[src/rtl/mc_ctrl_fsm.sv]
// mc_ctrl_fsm -- multi-cycle main controller for the MIPS datapath.
//
// Steps a state machine through fetch, decode, execute, memory and
// write-back, decoding the datapath strobes combinationally from the
// state register (Moore).  IRWrite/PCWrite in IF depend on mem_ready_i.
// PCWrite in BR depends on zero_i.  The wait-state exits also depend on
// mem_ready_i.
//
// Optional feature: define MC_CTRL_JUMP_EN to route opcode 000010 (j)
// through the JMP state.  Without it, j decodes as an unknown opcode.
//
// Memory handshake: the controller holds MemRead/MemWrite asserted in a
// wait state (IF, MEM_RD, MEM_WR).  The memory raises mem_ready_i in the
// cycle the access completes.  That cycle is the last one spent in the
// wait state.  There is no back-pressure in the other direction.
//
// Ports:
//   clk_i, rst_i (async, active-high)
//   instr_op_i[5:0]  opcode from IR, stable from ID until back in IF
//   mem_ready_i      memory completes current access this cycle
//   zero_i           ALU zero flag
//   ALUOp_o[2:0], ALUSrcA_o, ALUSrcB_o[1:0], IorD_o, MemRead_o,
//   MemWrite_o, IRWrite_o, PCWrite_o, RegWrite_o, RegDst_o, MemtoReg_o,
//   PCSrc_o[1:0]     datapath controls
//   state_o[3:0]     current state code (debug/observation)
//   err_o            sticky fault flag (set while in ERR)
module mc_ctrl_fsm #(
  parameter int TIMEOUT = 16
) (
  input  logic       clk_i,
  input  logic       rst_i,
  input  logic [5:0] instr_op_i,
  input  logic       mem_ready_i,
  input  logic       zero_i,
  output logic [2:0] ALUOp_o,
  output logic       ALUSrcA_o,
  output logic [1:0] ALUSrcB_o,
  output logic       IorD_o,
  output logic       MemRead_o,
  output logic       MemWrite_o,
  output logic       IRWrite_o,
  output logic       PCWrite_o,
  output logic       RegWrite_o,
  output logic       RegDst_o,
  output logic       MemtoReg_o,
  output logic [1:0] PCSrc_o,
  output logic [3:0] state_o,
  output logic       err_o
);

  localparam logic [3:0] S_IF       = 4'd0;
  localparam logic [3:0] S_ID       = 4'd1;
  localparam logic [3:0] S_EX_R     = 4'd2;
  localparam logic [3:0] S_EX_I     = 4'd3;
  localparam logic [3:0] S_MEM_ADDR = 4'd4;
  localparam logic [3:0] S_MEM_RD   = 4'd5;
  localparam logic [3:0] S_MEM_WR   = 4'd6;
  localparam logic [3:0] S_WB_MEM   = 4'd7;
  localparam logic [3:0] S_WB_R     = 4'd8;
  localparam logic [3:0] S_WB_I     = 4'd9;
  localparam logic [3:0] S_BR       = 4'd10;
  localparam logic [3:0] S_JMP      = 4'd11;
  localparam logic [3:0] S_RST      = 4'd12;
  localparam logic [3:0] S_ERR      = 4'd15;

  localparam logic [5:0] OP_RTYPE = 6'b000000;
  localparam logic [5:0] OP_LW    = 6'b100011;
  localparam logic [5:0] OP_SW    = 6'b101011;
  localparam logic [5:0] OP_ADDI  = 6'b001000;
  localparam logic [5:0] OP_SLTI  = 6'b001010;
  localparam logic [5:0] OP_BEQ   = 6'b000100;
`ifdef MC_CTRL_JUMP_EN
  localparam logic [5:0] OP_J     = 6'b000010;
`endif

  localparam int CW = $clog2(TIMEOUT + 1);
  localparam logic [CW-1:0] CNT_LAST = CW'(TIMEOUT - 1);

  logic [3:0]    state_q, state_d;
  logic [CW-1:0] wait_cnt_q, wait_cnt_d;
  logic          in_wait;

  // IF, MEM_RD and MEM_WR are the only states that block on memory.
  assign in_wait = (state_q == S_IF) || (state_q == S_MEM_RD) ||
                   (state_q == S_MEM_WR);

  // Next-state logic.
  always_comb begin
    state_d = state_q;
    case (state_q)
      S_RST: state_d = S_IF;
      S_IF: begin
        if (mem_ready_i)                  state_d = S_ID;
        else if (wait_cnt_q == CNT_LAST)  state_d = S_ERR;
      end
      S_ID: begin
        case (instr_op_i)
          OP_RTYPE:       state_d = S_EX_R;
          OP_LW, OP_SW:   state_d = S_MEM_ADDR;
          OP_ADDI,
          OP_SLTI:        state_d = S_EX_I;
          OP_BEQ:         state_d = S_BR;
`ifdef MC_CTRL_JUMP_EN
          OP_J:           state_d = S_JMP;
`endif
          default:        state_d = S_IF;
        endcase
      end
      S_EX_R:     state_d = S_WB_R;
      S_WB_R:     state_d = S_IF;
      S_EX_I:     state_d = S_WB_I;
      S_WB_I:     state_d = S_IF;
      S_MEM_ADDR: state_d = (instr_op_i == OP_LW) ? S_MEM_RD : S_MEM_WR;
      S_MEM_RD: begin
        if (mem_ready_i)                  state_d = S_WB_MEM;
        else if (wait_cnt_q == CNT_LAST)  state_d = S_ERR;
      end
      S_MEM_WR: begin
        if (mem_ready_i)                  state_d = S_IF;
        else if (wait_cnt_q == CNT_LAST)  state_d = S_ERR;
      end
      S_WB_MEM:   state_d = S_IF;
      S_BR:       state_d = S_IF;
`ifdef MC_CTRL_JUMP_EN
      S_JMP:      state_d = S_IF;
`endif
      S_ERR:      state_d = S_ERR;
      // Unused codes (and JMP when jumps are not built in) are faults.
      default:    state_d = S_ERR;
    endcase
  end

  // Consecutive not-ready counter.  It is cleared whenever the state
  // changes.  It therefore only ever counts within one wait state.  It
  // cannot wrap, because reaching CNT_LAST forces the exit to ERR.
  always_comb begin
    wait_cnt_d = wait_cnt_q;
    if (state_d != state_q)             wait_cnt_d = '0;
    else if (in_wait && !mem_ready_i)   wait_cnt_d = wait_cnt_q + CW'(1);
  end

  always_ff @(posedge clk_i or posedge rst_i) begin
    if (rst_i) begin
      state_q    <= S_RST;
      wait_cnt_q <= '0;
    end else begin
      state_q    <= state_d;
      wait_cnt_q <= wait_cnt_d;
    end
  end

  // Output decode.
  always_comb begin
    ALUOp_o    = 3'b000;
    ALUSrcA_o  = 1'b0;
    ALUSrcB_o  = 2'b00;
    IorD_o     = 1'b0;
    MemRead_o  = 1'b0;
    MemWrite_o = 1'b0;
    IRWrite_o  = 1'b0;
    PCWrite_o  = 1'b0;
    RegWrite_o = 1'b0;
    RegDst_o   = 1'b0;
    MemtoReg_o = 1'b0;
    PCSrc_o    = 2'b00;
    case (state_q)
      S_IF: begin
        MemRead_o = 1'b1;
        ALUSrcB_o = 2'b01;
        IRWrite_o = mem_ready_i;
        PCWrite_o = mem_ready_i;
      end
      // Branch target precompute: PC + (imm << 2).
      S_ID: ALUSrcB_o = 2'b11;
      S_EX_R: begin
        ALUSrcA_o = 1'b1;
        ALUOp_o   = 3'b010;
      end
      S_WB_R: begin
        RegDst_o   = 1'b1;
        RegWrite_o = 1'b1;
      end
      S_EX_I: begin
        ALUSrcA_o = 1'b1;
        ALUSrcB_o = 2'b10;
        ALUOp_o   = (instr_op_i == OP_SLTI) ? 3'b011 : 3'b000;
      end
      S_WB_I: RegWrite_o = 1'b1;
      S_MEM_ADDR: begin
        ALUSrcA_o = 1'b1;
        ALUSrcB_o = 2'b10;
      end
      S_MEM_RD: begin
        IorD_o    = 1'b1;
        MemRead_o = 1'b1;
      end
      S_MEM_WR: begin
        IorD_o     = 1'b1;
        MemWrite_o = 1'b1;
      end
      S_WB_MEM: begin
        MemtoReg_o = 1'b1;
        RegWrite_o = 1'b1;
      end
      S_BR: begin
        ALUSrcA_o = 1'b1;
        ALUOp_o   = 3'b001;
        PCSrc_o   = 2'b01;
        PCWrite_o = zero_i;
      end
`ifdef MC_CTRL_JUMP_EN
      S_JMP: begin
        PCSrc_o   = 2'b10;
        PCWrite_o = 1'b1;
      end
`endif
      default: ;
    endcase
  end

  assign state_o = state_q;
  assign err_o   = (state_q == S_ERR);

endmodule
[config.mk]
export PLATFORM = sky130hd
export DESIGN_NAME = mc_ctrl_fsm
export DESIGN_NICKNAME = d
export VERILOG_FILES = /design/src/rtl/mc_ctrl_fsm.sv
export SDC_FILE = /design/constraint.sdc
export NUM_CORES = 1
export LEC_CHECK = 0
export ABC_AREA = 1
export BUFFER_PORTS_ARGS = -buffer_cell sky130_fd_sc_hd__buf_2
export CORE_ASPECT_RATIO = 1.2
export CORE_MARGIN = 2
export CORE_UTILIZATION = 35
export DETAILED_ROUTE_END_ITERATION = 12
export PLACE_DENSITY_LB_ADDON = 0.3
export SLEW_MARGIN = 40
export SYNTH_ARGS = -nofsm -noshare
export SYNTH_HDL_FRONTEND = slang
export SYNTH_SLANG_ARGS = --single-unit
[constraint.sdc]
create_clock -name clk_i -period 1.9 [get_ports clk_i]
set_input_delay 0.285 -clock clk_i [delete_from_list [all_inputs] [get_ports clk_i]]
set_output_delay 0.285 -clock clk_i [all_outputs]
set_load 0.05 [all_outputs]
==> qor.csv <==
metric,value,unit
yosys_warnings,0,
stdcell_area,1310,sq um
drive_gt1_frac,0.426,
num_vias,1099,
grt_pass1_vias,884,
final_nets,215,
tns,0,ns
crit_fanout,8,
cp_cell_sequence,buf_4 > nor2_2 > nand2_2 > nand2_2 > buf_2,
clkTransAtPathRegs,0.06,ns
ys_seq_elements,9,
syn_area,981,sq um
finalNonFillerCells,236,
hp-start,mem_ready_i,
reg2reg_depth,15,
power.leakage,0.720,nW
avgSynthCellArea,6.06,sq um
synth_cells,162,
cts_buffers,3,
fmax,0.550,GHz
coreArea,2730,sq um
worstPathRequired,1.62,ns
synth-edff-count,0,
ys_async_sr_fraction,1.00,
synthTopCellsByCount,"nand2_1 (36), nor2_1 (35), inv_1 (20)",
cap_violations,0,
max_stage_delay,0.50,ns
finalCriticalPeriod,1.82,ns
synth-seq-area-share,0.232,
start_util,0.359,
cts_tree,yes,
wire_per_inst,10.3,um
setup_violations,0,
place_inst,221,
antenna_found_initial,0,
r2r-end,wait_cnt_q[2],
ff2ff_setup_slack,0.09,ns
crit_arrival,1.53,ns
pin_count,31,
r2r_start,wait_cnt_q[1],
cts.sink_count,9,
layout_worst_path_cycle_share,0.956,
status,completed,
endpoint_kind,primary output,
whs_endpoint,state_o[3],
die_w,52.3,um
power.density,1580,nW/um^2
rsz0062_at_grt,yes,
path_common_cell,nand2_2,
hold_viol_final,0,
ir_drop,0.668,mV
dr.pass1.iters,4,
drt-initial-drc-count,26,
cts_max_level,1,
place_area,1150,sq um
fp.dieH,62.0,um
grt_max_degree,10,
synth_area_leaders,"dfrtp_1 (18%), nand2_1 (14%), nor2_1 (13%)",
synth.most_common_cell,nand2_1,
yosysTopAreaCellShare,0.179,
yosys.area.top_type,dfrtp_1,
drc,0,
die_area,3240,sq um
rows,21,
ant_nets,0,
cp.buffers_inverters,2,
area_growth,33.2,%
cts_root_buf,clkbuf_4,
synth_ff_type,dfrtp_1,
routed_wl,2430,um
crit_path_top_delay_cell,dfrtp_2,
drv_slew,0,
track_usage,0.157,
fin_skew,0.00124,ns
cp.depth,5,
worst-setup-path-type,flop to primary output,
gp_congestion,0.922,
critPathTopFamily,flip-flops,
cts_buffer_depth,2,
dp_hpwl,1970,um
hold_depth,4,
grt_first_pass_wirelength,3770,um
grt-ovfl-total,0,
port_buffers,28,
diodes,0,
whs,0.367,ns
clkLatencyLatePin,0.25,ns
hp-class,primary input to flop,
start_kind,flop,
via_per_inst,4.66,
post_synth_num_cell_types,25,
-- logic make-up (layout without fill, tap and decap cells) --
| logic type | after synthesis | after routing | share of synthesized area |
|---|---|---|---|
| AND/OR/NAND/NOR | 106 | 106 | 0.510 |
| buffers and inverters | 29 | 68 | 0.134 |
| AO/OA/AOI/OAI | 12 | 12 | 0.0676 |
| flip-flops | 9 | 9 | 0.232 |
| XOR/XNOR | 3 | 3 | 0.0268 |
| adder cells (fa/ha/maj) | 2 | 2 | 0.0255 |
| other | 1 | 2 | 0.00382 |
-- metrics by stage --
stage | power [mW] | setup slack [ns] | util
after floorplan | 1.52 | -0.0166 | -
after global placement | 1.78 | 0.0693 | 0.421
after detailed placement | 1.77 | 0.0521 | 0.421
after CTS | 1.95 | 0.000360 | 0.441
after global routing | 2.21 | -0.0678 | 0.478
final | 2.06 | 0.0828 | 0.478
-- repair_timing --
action,in CTS,in global routing
setup buffers,2,8
endpoints found under the hold margin,7,0
pin swaps,0,8
endpoints found under the setup margin,1,14
gates resized for setup,1,20
hold buffers,1,0
-- flip-flops by register name (all words and copies together) (netlist names) --
| signal | count |
|---|---|
| state_o | 4 |
| wait_cnt_q | 5 |
-- worst reg2reg max path, delay by kind of cell, from the launching register on --
kind,cells,cell delay (ns)
AOI/OAI and AO/OA,1,0.04
adders and majority gates,2,0.37
buffers and inverters,2,0.11
and+or+nand+nor,10,0.82
DFF,1,0.40
-- routing by layer --
metal  vias up  share of wire  track usage
met5         -              0            0
met4         0          0.017       0.0549
met2        24           0.53        0.291
met1       487           0.41        0.182
li1        582              -            -
met3         6          0.043       0.0239
-- worst max-delay path by stage --
stage                        startpoint             to  slack, ns
after detailed placement  wait_cnt_q[0]  wait_cnt_q[2]       0.05
after floorplan              state_o[0]     ALUOp_o[0]      -0.02
after global routing      wait_cnt_q[1]  wait_cnt_q[2]      -0.07
after global placement    wait_cnt_q[0]  wait_cnt_q[2]       0.07
after CTS                    state_o[2]   ALUSrcB_o[1]     0.0004
final                        state_o[1]      MemRead_o       0.08
-- cell usage in the layout (no fill, tap or decap) --
master and count:
dlygate4sd3_1 1, o21ai_0 2, nor2_4 1, nor2_8 1, clkbuf_4 6, xnor2_1 1, nor2_2 11, conb_1 2
ha_2 2, a21boi_0 1, buf_2 22, dfstp_2 2, nand4_1 3, nor3_1 1, clkinvlp_4 1, a21oi_2 1
dfrtp_1 5, and2_1 1, inv_2 7, inv_1 17, clkbuf_1 1, xor2_1 2, nand3_2 4, o21ai_2 3
dfrtp_2 2, nand2_1 31, o21ai_1 2, nand3_1 14, buf_4 13, nand2_2 10, a21oi_1 3, nor2_1 29
-- cell type report --
class,count,area (sq um)
Tap cell,34,42.5
Clock buffer,4,26.3
Fill cell,294,1430
Timing Repair Buffer,39,240
Multi-Input combinational cell,125,669
Sequential cell,9,230
Inverter,25,97.6
-- power by group --
group | total, mW | switching (mW) | internal, mW
Combinational | 1.59 | 1.12 | 0.466
Sequential | 0.335 | 0.0876 | 0.247
Clock | 0.139 | 0.0586 | 0.0804
Total | 2.06 | 1.27 | 0.794
Power figures use the tool's default switching activity.
